File: src/rtl/imem_loader_pkg.sv
// Shared constants for the instruction-memory boot loader: FSM encoding,
// default frame marker and the word geometry.
package imem_loader_pkg;

  typedef logic [2:0] state_t;

  localparam state_t ST_SYNC  = 3'd0;
  localparam state_t ST_LEN   = 3'd1;
  localparam state_t ST_DATA  = 3'd2;
  localparam state_t ST_WRITE = 3'd3;
  localparam state_t ST_CSUM  = 3'd4;
  localparam state_t ST_RUN   = 3'd5;
  localparam state_t ST_ERROR = 3'd6;

  localparam logic [7:0] SYNC_BYTE_DEF = 8'hA5;
  localparam int         WORD_BYTES    = 4;

  // 8-bit additive checksum step; a frame is good when data bytes plus C wrap to zero.
  function automatic logic [7:0] csum_add(input logic [7:0] acc, input logic [7:0] b);
    return acc + b;
  endfunction

endpackage

File: src/rtl/imem_loader_word_assembler.sv
// Collects bytes into a little-endian word and keeps the running frame checksum.
module imem_loader_word_assembler
  import imem_loader_pkg::*;
#(
  parameter int DATA_W = 32
) (
  input  logic              clk,
  input  logic              rst_n,
  input  logic              clr_sum,
  input  logic              clr_word,
  input  logic              accept,
  input  logic [7:0]        byte_in,
  output logic [DATA_W-1:0] word_nxt,
  output logic              word_full,
  output logic [7:0]        sum,
  output logic [1:0]        byte_cnt
);

  logic [DATA_W-1:0] word_q, word_d;
  logic [1:0]        byte_cnt_q, byte_cnt_d;
  logic              full_q, full_d;
  logic [7:0]        sum_q, sum_d;

  // next-state for byte lanes, lane counter and word_full flag
  always_comb begin
    word_d     = word_q;
    byte_cnt_d = byte_cnt_q;
    full_d     = full_q;
    if (clr_word) begin
      word_d     = '0;
      byte_cnt_d = 2'd0;
      full_d     = 1'b0;
    end else if (accept) begin
      word_d[{byte_cnt_q, 3'b000} +: 8] = byte_in;
      byte_cnt_d = byte_cnt_q + 2'd1;
      full_d     = (byte_cnt_q == 2'(WORD_BYTES - 1));
    end else begin
      word_d = word_q;
    end
  end

  // next-state for the running checksum
  always_comb begin
    sum_d = sum_q;
    if (clr_sum) begin
      sum_d = 8'd0;
    end else if (accept) begin
      sum_d = csum_add(sum_q, byte_in);
    end else begin
      sum_d = sum_q;
    end
  end

  // state registers
  always_ff @(posedge clk or negedge rst_n) begin
    if (!rst_n) begin
      word_q     <= '0;
      byte_cnt_q <= 2'd0;
      full_q     <= 1'b0;
      sum_q      <= 8'd0;
    end else begin
      word_q     <= word_d;
      byte_cnt_q <= byte_cnt_d;
      full_q     <= full_d;
      sum_q      <= sum_d;
    end
  end

  // word_nxt includes the byte being accepted this cycle so the write data can be registered with it
  assign word_nxt  = word_d;
  assign word_full = full_q;
  assign sum       = sum_q;
  assign byte_cnt  = byte_cnt_q;

endmodule

File: src/rtl/imem_loader.sv
// Boot loader: parses A5/len/data/csum frames, writes instruction memory and
// holds the core in reset until a load with a good checksum completes.
module imem_loader
  import imem_loader_pkg::*;
#(
  parameter int         DATA_W    = 32,
  parameter int         ADDR_W    = 7,
  parameter logic [7:0] SYNC_BYTE = SYNC_BYTE_DEF
) (
  input  logic              CLK,
  input  logic              RST,
  input  logic [7:0]        rx_data,
  input  logic              rx_valid,
  output logic              rx_ready,
  output logic              im_we,
  output logic [ADDR_W-1:0] im_addr,
  output logic [DATA_W-1:0] im_wd,
  output logic              cpu_hold,
  output logic              done,
  output logic              err
);

  localparam int         IDX_W     = ADDR_W - 1;
  localparam logic [8:0] MAX_WORDS = 9'(1 << (ADDR_W - 2));

  state_t            state_q, state_d;
  logic [IDX_W-1:0]  len_q, len_d;
  logic [IDX_W-1:0]  idx_q, idx_d;
  logic              im_we_q, im_we_d;
  logic [ADDR_W-1:0] im_addr_q, im_addr_d;
  logic [DATA_W-1:0] im_wd_q, im_wd_d;
  logic              cpu_hold_q, cpu_hold_d;
  logic              done_q, done_d;
  logic              err_q, err_d;

  logic              accept_s;
  logic              asm_accept_s;
  logic              clr_sum_s;
  logic              clr_word_s;
  logic [DATA_W-1:0] word_nxt_s;
  logic              word_full_s;
  logic [7:0]        sum_s;
  logic [1:0]        byte_cnt_s;

  imem_loader_word_assembler #(.DATA_W(DATA_W)) u_asm (
    .clk      (CLK),
    .rst_n    (RST),
    .clr_sum  (clr_sum_s),
    .clr_word (clr_word_s),
    .accept   (asm_accept_s),
    .byte_in  (rx_data),
    .word_nxt (word_nxt_s),
    .word_full(word_full_s),
    .sum      (sum_s),
    .byte_cnt (byte_cnt_s)
  );

  // ready decodes purely from state so the sender sees it before the edge
  always_comb begin
    case (state_q)
      ST_SYNC, ST_LEN, ST_DATA, ST_CSUM: rx_ready = 1'b1;
      default:                           rx_ready = 1'b0;
    endcase
  end

  assign accept_s = rx_valid & rx_ready;

  // frame parser and write-port sequencing
  always_comb begin
    state_d      = state_q;
    len_d        = len_q;
    idx_d        = idx_q;
    im_we_d      = 1'b0;
    im_addr_d    = im_addr_q;
    im_wd_d      = im_wd_q;
    cpu_hold_d   = cpu_hold_q;
    done_d       = done_q;
    err_d        = err_q;
    clr_sum_s    = 1'b0;
    clr_word_s   = 1'b0;
    asm_accept_s = 1'b0;
    case (state_q)
      ST_SYNC: begin
        if (accept_s && (rx_data == SYNC_BYTE)) begin
          state_d   = ST_LEN;
          clr_sum_s = 1'b1;
        end else begin
          state_d = ST_SYNC;
        end
      end
      ST_LEN: begin
        if (!accept_s) begin
          state_d = ST_LEN;
        end else if ((rx_data == 8'd0) || ({1'b0, rx_data} > MAX_WORDS)) begin
          state_d    = ST_ERROR;
          err_d      = 1'b1;
          cpu_hold_d = 1'b1;
        end else begin
          len_d      = IDX_W'(rx_data);
          idx_d      = '0;
          clr_word_s = 1'b1;
          state_d    = ST_DATA;
        end
      end
      ST_DATA: begin
        asm_accept_s = accept_s;
        if (accept_s && (byte_cnt_s == 2'(WORD_BYTES - 1))) begin
          state_d   = ST_WRITE;
          im_we_d   = 1'b1;
          im_addr_d = ADDR_W'({idx_q, 2'b00});
          im_wd_d   = word_nxt_s;
        end else begin
          state_d = ST_DATA;
        end
      end
      ST_WRITE: begin
        clr_word_s = 1'b1;
        idx_d      = idx_q + IDX_W'(1);
        // a WRITE without a full word means corrupted sequencing; fail safe
        if (!word_full_s) begin
          state_d    = ST_ERROR;
          err_d      = 1'b1;
          cpu_hold_d = 1'b1;
        end else if (idx_q == (len_q - IDX_W'(1))) begin
          state_d = ST_CSUM;
        end else begin
          state_d = ST_DATA;
        end
      end
      ST_CSUM: begin
        if (!accept_s) begin
          state_d = ST_CSUM;
        end else if (csum_add(sum_s, rx_data) == 8'd0) begin
          state_d    = ST_RUN;
          done_d     = 1'b1;
          cpu_hold_d = 1'b0;
        end else begin
          state_d    = ST_ERROR;
          err_d      = 1'b1;
          cpu_hold_d = 1'b1;
        end
      end
      ST_RUN:   state_d = ST_RUN;
      ST_ERROR: state_d = ST_ERROR;
      default: begin
        state_d    = ST_ERROR;
        err_d      = 1'b1;
        done_d     = 1'b0;
        cpu_hold_d = 1'b1;
      end
    endcase
  end

  // state and registered outputs
  always_ff @(posedge CLK or negedge RST) begin
    if (!RST) begin
      state_q    <= ST_SYNC;
      len_q      <= '0;
      idx_q      <= '0;
      im_we_q    <= 1'b0;
      im_addr_q  <= '0;
      im_wd_q    <= '0;
      cpu_hold_q <= 1'b1;
      done_q     <= 1'b0;
      err_q      <= 1'b0;
    end else begin
      state_q    <= state_d;
      len_q      <= len_d;
      idx_q      <= idx_d;
      im_we_q    <= im_we_d;
      im_addr_q  <= im_addr_d;
      im_wd_q    <= im_wd_d;
      cpu_hold_q <= cpu_hold_d;
      done_q     <= done_d;
      err_q      <= err_d;
    end
  end

  assign im_we    = im_we_q;
  assign im_addr  = im_addr_q;
  assign im_wd    = im_wd_q;
  assign cpu_hold = cpu_hold_q;
  assign done     = done_q;
  assign err      = err_q;

endmodule

File: config.mk
export PLATFORM = sky130hd
export DESIGN_NAME = imem_loader
export DESIGN_NICKNAME = d
export VERILOG_FILES = /design/src/rtl/imem_loader_pkg.sv /design/src/rtl/imem_loader_word_assembler.sv /design/src/rtl/imem_loader.sv
export SDC_FILE = /design/constraint.sdc
export NUM_CORES = 1
export LEC_CHECK = 0
export BUFFER_PORTS_ARGS = -buffer_cell sky130_fd_sc_hd__buf_2
export CELL_PAD_IN_SITES_DETAIL_PLACEMENT = 1
export CELL_PAD_IN_SITES_GLOBAL_PLACEMENT = 1
export CORE_AREA = 2 2 101 103
export CTS_CLUSTER_SIZE = 14
export DETAILED_ROUTE_END_ITERATION = 10
export DIE_AREA = 0 0 103 105
export GPL_ROUTABILITY_DRIVEN = 0
export PLACE_DENSITY_LB_ADDON = 0.1
export SYNTH_ARGS = -nofsm -noshare
export SYNTH_HDL_FRONTEND = slang
export SYNTH_SLANG_ARGS = --single-unit
File: constraint.sdc
create_clock -name CLK -period 4 [get_ports CLK]
set_input_delay 0 -clock CLK [delete_from_list [all_inputs] [get_ports CLK]]
set_output_delay 0 -clock CLK [all_outputs]
set_load 0.02 [all_outputs]
==> impl_metrics.ini <==
[yosys]
synth.avg_cell_area_um2 = 10.6
synthCells = 435
seq_area_frac_synth_pct = 53.7
synth-compound-area-share_pct = 11.0
synthMuxAreaShare_pct = 7.05
ys_ff_latch = 99
synth-simple-area-share_pct = 16.9
synth_edf_count = 0
ys_async_sr_fraction_pct = 100
synthAdderAreaFrac_pct = 4.50
synth_ff_type = dfrtp_1
synth_top_family_by_area = simple AND/OR/NAND/NOR gates
syn_area_mm2 = 0.00462
ys_warn_count = 0
synthDistinctLibCells = 52
synthXorXnorAreaFrac_pct = 3.98

[route]
wl_per_cell_um = 17.3
drc = 0
vias = 3367
firstDrtPassIters = 4
drt-initial-drc-count = 87
wl_mm = 10.8
routed_via_density = 5.40
detail-route-antenna-nets = 0

[timing]
slew_viol_final = 0
fmax_ghz = 0.331
rsz0062_at_grt = false
period_needed_ns = 3.02
slew_headroom_pct = 36.9
fin_crit_sh_pct = 75.5
clock_skew_ns = 0.00976
setup-violations-final = 0
tightest_slew_ns = 0.939
hold_viol = 0
tns_ns = 0

[pwr]
power_density_mw_per_mm2 = 340
vdd_drop_max_mv = 0.167
leakagePower_nw = 2.49
p_total_mw = 1.78

[global_route]
grt_pass1_vias = 3493
grt_usage_pct = 21.7
overflow = 0
grt_max_degree = 68
antenna_found_initial = 0
grt_pass1_wl_mm = 18.0

[place]
dp_hpwl_mm = 7.33
port_buffers = 52

[clock_tree]
root_buffer = clkbuf_8
htreeDepth = 3
clkLatencyLatePin_ns = 0.37
clock_path_buffers = 2
cts_tree = done
cts.clk_slew.worst_paths_ns = 0.10
cts_sinks = 99
cts_buffers = 9

[finish]
multi_input_area_mm2 = 0.00202
drive_gt1_share_pct = 25.7
syn_to_final_growth_pct = 13.4
n_antenna_cell = 0
fin_nets = 512
fillers = 1084
final_util_pct = 54.3
regArea_mm2 = 0.00248

[setup_path]
crit_fanout = 26
worstSetupPathType = reg -> reg
worst_r2r_endpoint = im_wd[31]$_DFFE_PN0P_
r2r_slack_ns = 0.98
worstSetupStartpointType = register
cp.arrival_ns = 3.28
cpPeakStageDelay_ns = 0.75
worstReg2RegStart = state_q[2]$_DFF_PN0_
crit_start = state_q[2]$_DFF_PN0_
cp_common_cell = buf_4
cp.required_ns = 4.26
cp-end-kind = register
crit_path_end = im_wd[31]$_DFFE_PN0P_
slowest_stage = clkinv_1
rr_worst_depth = 7
cp_cell_sequence = nor2b_1 -> and3b_1 -> buf_4 -> nand2_1 -> buf_4 -> clkinv_1 -> mux2_2

[outcome]
status = complete, no violations

[die]
io_pins = 55
rows = 36
dieArea_mm2 = 0.0108
start_util_pct = 47.9
dieWidth_um = 103
core-area_mm2 = 0.00964
die_y_um = 105

[flow_run]
drv_cap = 0

[min_path]
hp-class = in -> reg
## worst min path at each step
stage                    start                   end  slack [ns]  depth (start not counted)
CTS                 rx_data[2]  len_q[2]$_DFFE_PN0P_       0.003                          3
floorplan                  RST      done$_DFFE_PN0P_       -0.30                          0
finish              rx_data[2]  len_q[2]$_DFFE_PN0P_        0.01                          3
detailed placement         RST  idx_q[5]$_DFFE_PN0P_        0.17                          1
global placement           RST  idx_q[5]$_DFFE_PN0P_        0.17                          1
global route        rx_data[2]  len_q[2]$_DFFE_PN0P_        0.03                          3
## Yosys cell counts, types with 3 or more instances
| library cell | instances | area (um^2) |
|---|---|---|
| xnor2_1 | 9 | 78.8 |
| nor2_1 | 29 | 109 |
| a21oi_2 | 16 | 140 |
| nand2_1 | 76 | 285 |
| a21oi_1 | 17 | 85.1 |
| ha_1 | 15 | 188 |
| nand3b_1 | 5 | 37.5 |
| and2_1 | 3 | 18.8 |
| o21ai_0 | 17 | 85.1 |
| a22oi_1 | 8 | 60.1 |
| buf_1 | 7 | 26.3 |
| dfrtp_1 | 98 | 2450 |
| clkbuf_1 | 8 | 30.0 |
| nand3_1 | 31 | 155 |
| nor3b_1 | 3 | 22.5 |
| mux2_2 | 28 | 315 |
| buf_4 | 4 | 30.0 |
| buf_2 | 3 | 15.0 |
| inv_1 | 6 | 22.5 |
| xor2_1 | 12 | 105 |
## cell type report
class	instances	share of cell area (%)
clock inverters	6	1.39
multi-input cells	308	38.6
clock buffers	10	2.63
flip-flops and latches	99	47.4
well taps	133	3.18
repair buffers	60	6.36
inverters	7	0.502
## cells in the final DEF, fill, tap and decap left out, types with 3 or more instances in the layout
cell	n
nor2_1	29
nor3b_1	3
nand3b_1	5
a21oi_1	17
o21ai_0	17
dfrtp_1	98
clkbuf_8	10
nand3_1	31
ha_1	15
nand2_1	76
xor2_1	12
a22oi_1	8
a21oi_2	16
buf_2	51
and2_1	3
mux2_2	28
dlygate4sd3_1	4
xnor2_1	9
buf_4	5
inv_1	6
## metal layers
metal  up-vias  part of all wire [%]  GRT usage (%)
li1       1589                     -              -
met1      1710                    47           29.7
met2        54                    49           34.8
met3        14                   2.7           3.34
met4         0                   1.7           7.61
met5         -                     0              0
## metrics by stage
stage               area, um^2  worst slack, ns  hold slack [ns]  std cells
CTS                       5230            0.986          0.00267        623
floorplan                 4620             1.34           -0.296        436
global placement          4980             1.10            0.172        603
finish                    5230            0.979           0.0120        623
detailed placement        4980            0.996            0.170        603
global route              5230            0.724           0.0323        623
## repair_timing
action	CTS	global route
resized for setup	0	0
hold buffers	4	0
hold endpoints to repair	68	0
setup buffers	0	0
endpoints found under the setup margin	0	0
## power by group
part,internal [mW],switching (mW)
Clock,0.314,0.375
Sequential,1.00,0.00596
Combinational,0.0221,0.0578
## cell families (layout without fill, tap and decap cells)
kind of cell | Yosys count | in the layout
XOR/XNOR | 21 | 21
flip-flops | 99 | 99
adder cells (fa/ha/maj) | 16 | 16
buffers and inverters | 29 | 83
multiplexers | 29 | 29
AND/OR/NAND/NOR | 167 | 167
AO/OA/AOI/OAI | 73 | 73
other | 1 | 2
## worst max-delay path, delay by kind of cell, from the launching register on
| kind | cells | cell delay [ns] |
|---|---|---|
| mux | 1 | 0.56 |
| flops | 1 | 0.56 |
| buf+inv | 3 | 1.24 |
| simple gates | 3 | 0.54 |
## state kept, by name (all words and copies together) (netlist names)
register         count
cpu_hold             1
done                 1
err                  1
idx_q                6
im_addr              5
im_wd               32
im_we                1
len_q                6
state_q              3
u_asm.byte_cnt       2
u_asm.sum            8
u_asm.word_full      1
u_asm.word_q        32
No activity file was read; power rests on OpenSTA's default activity.
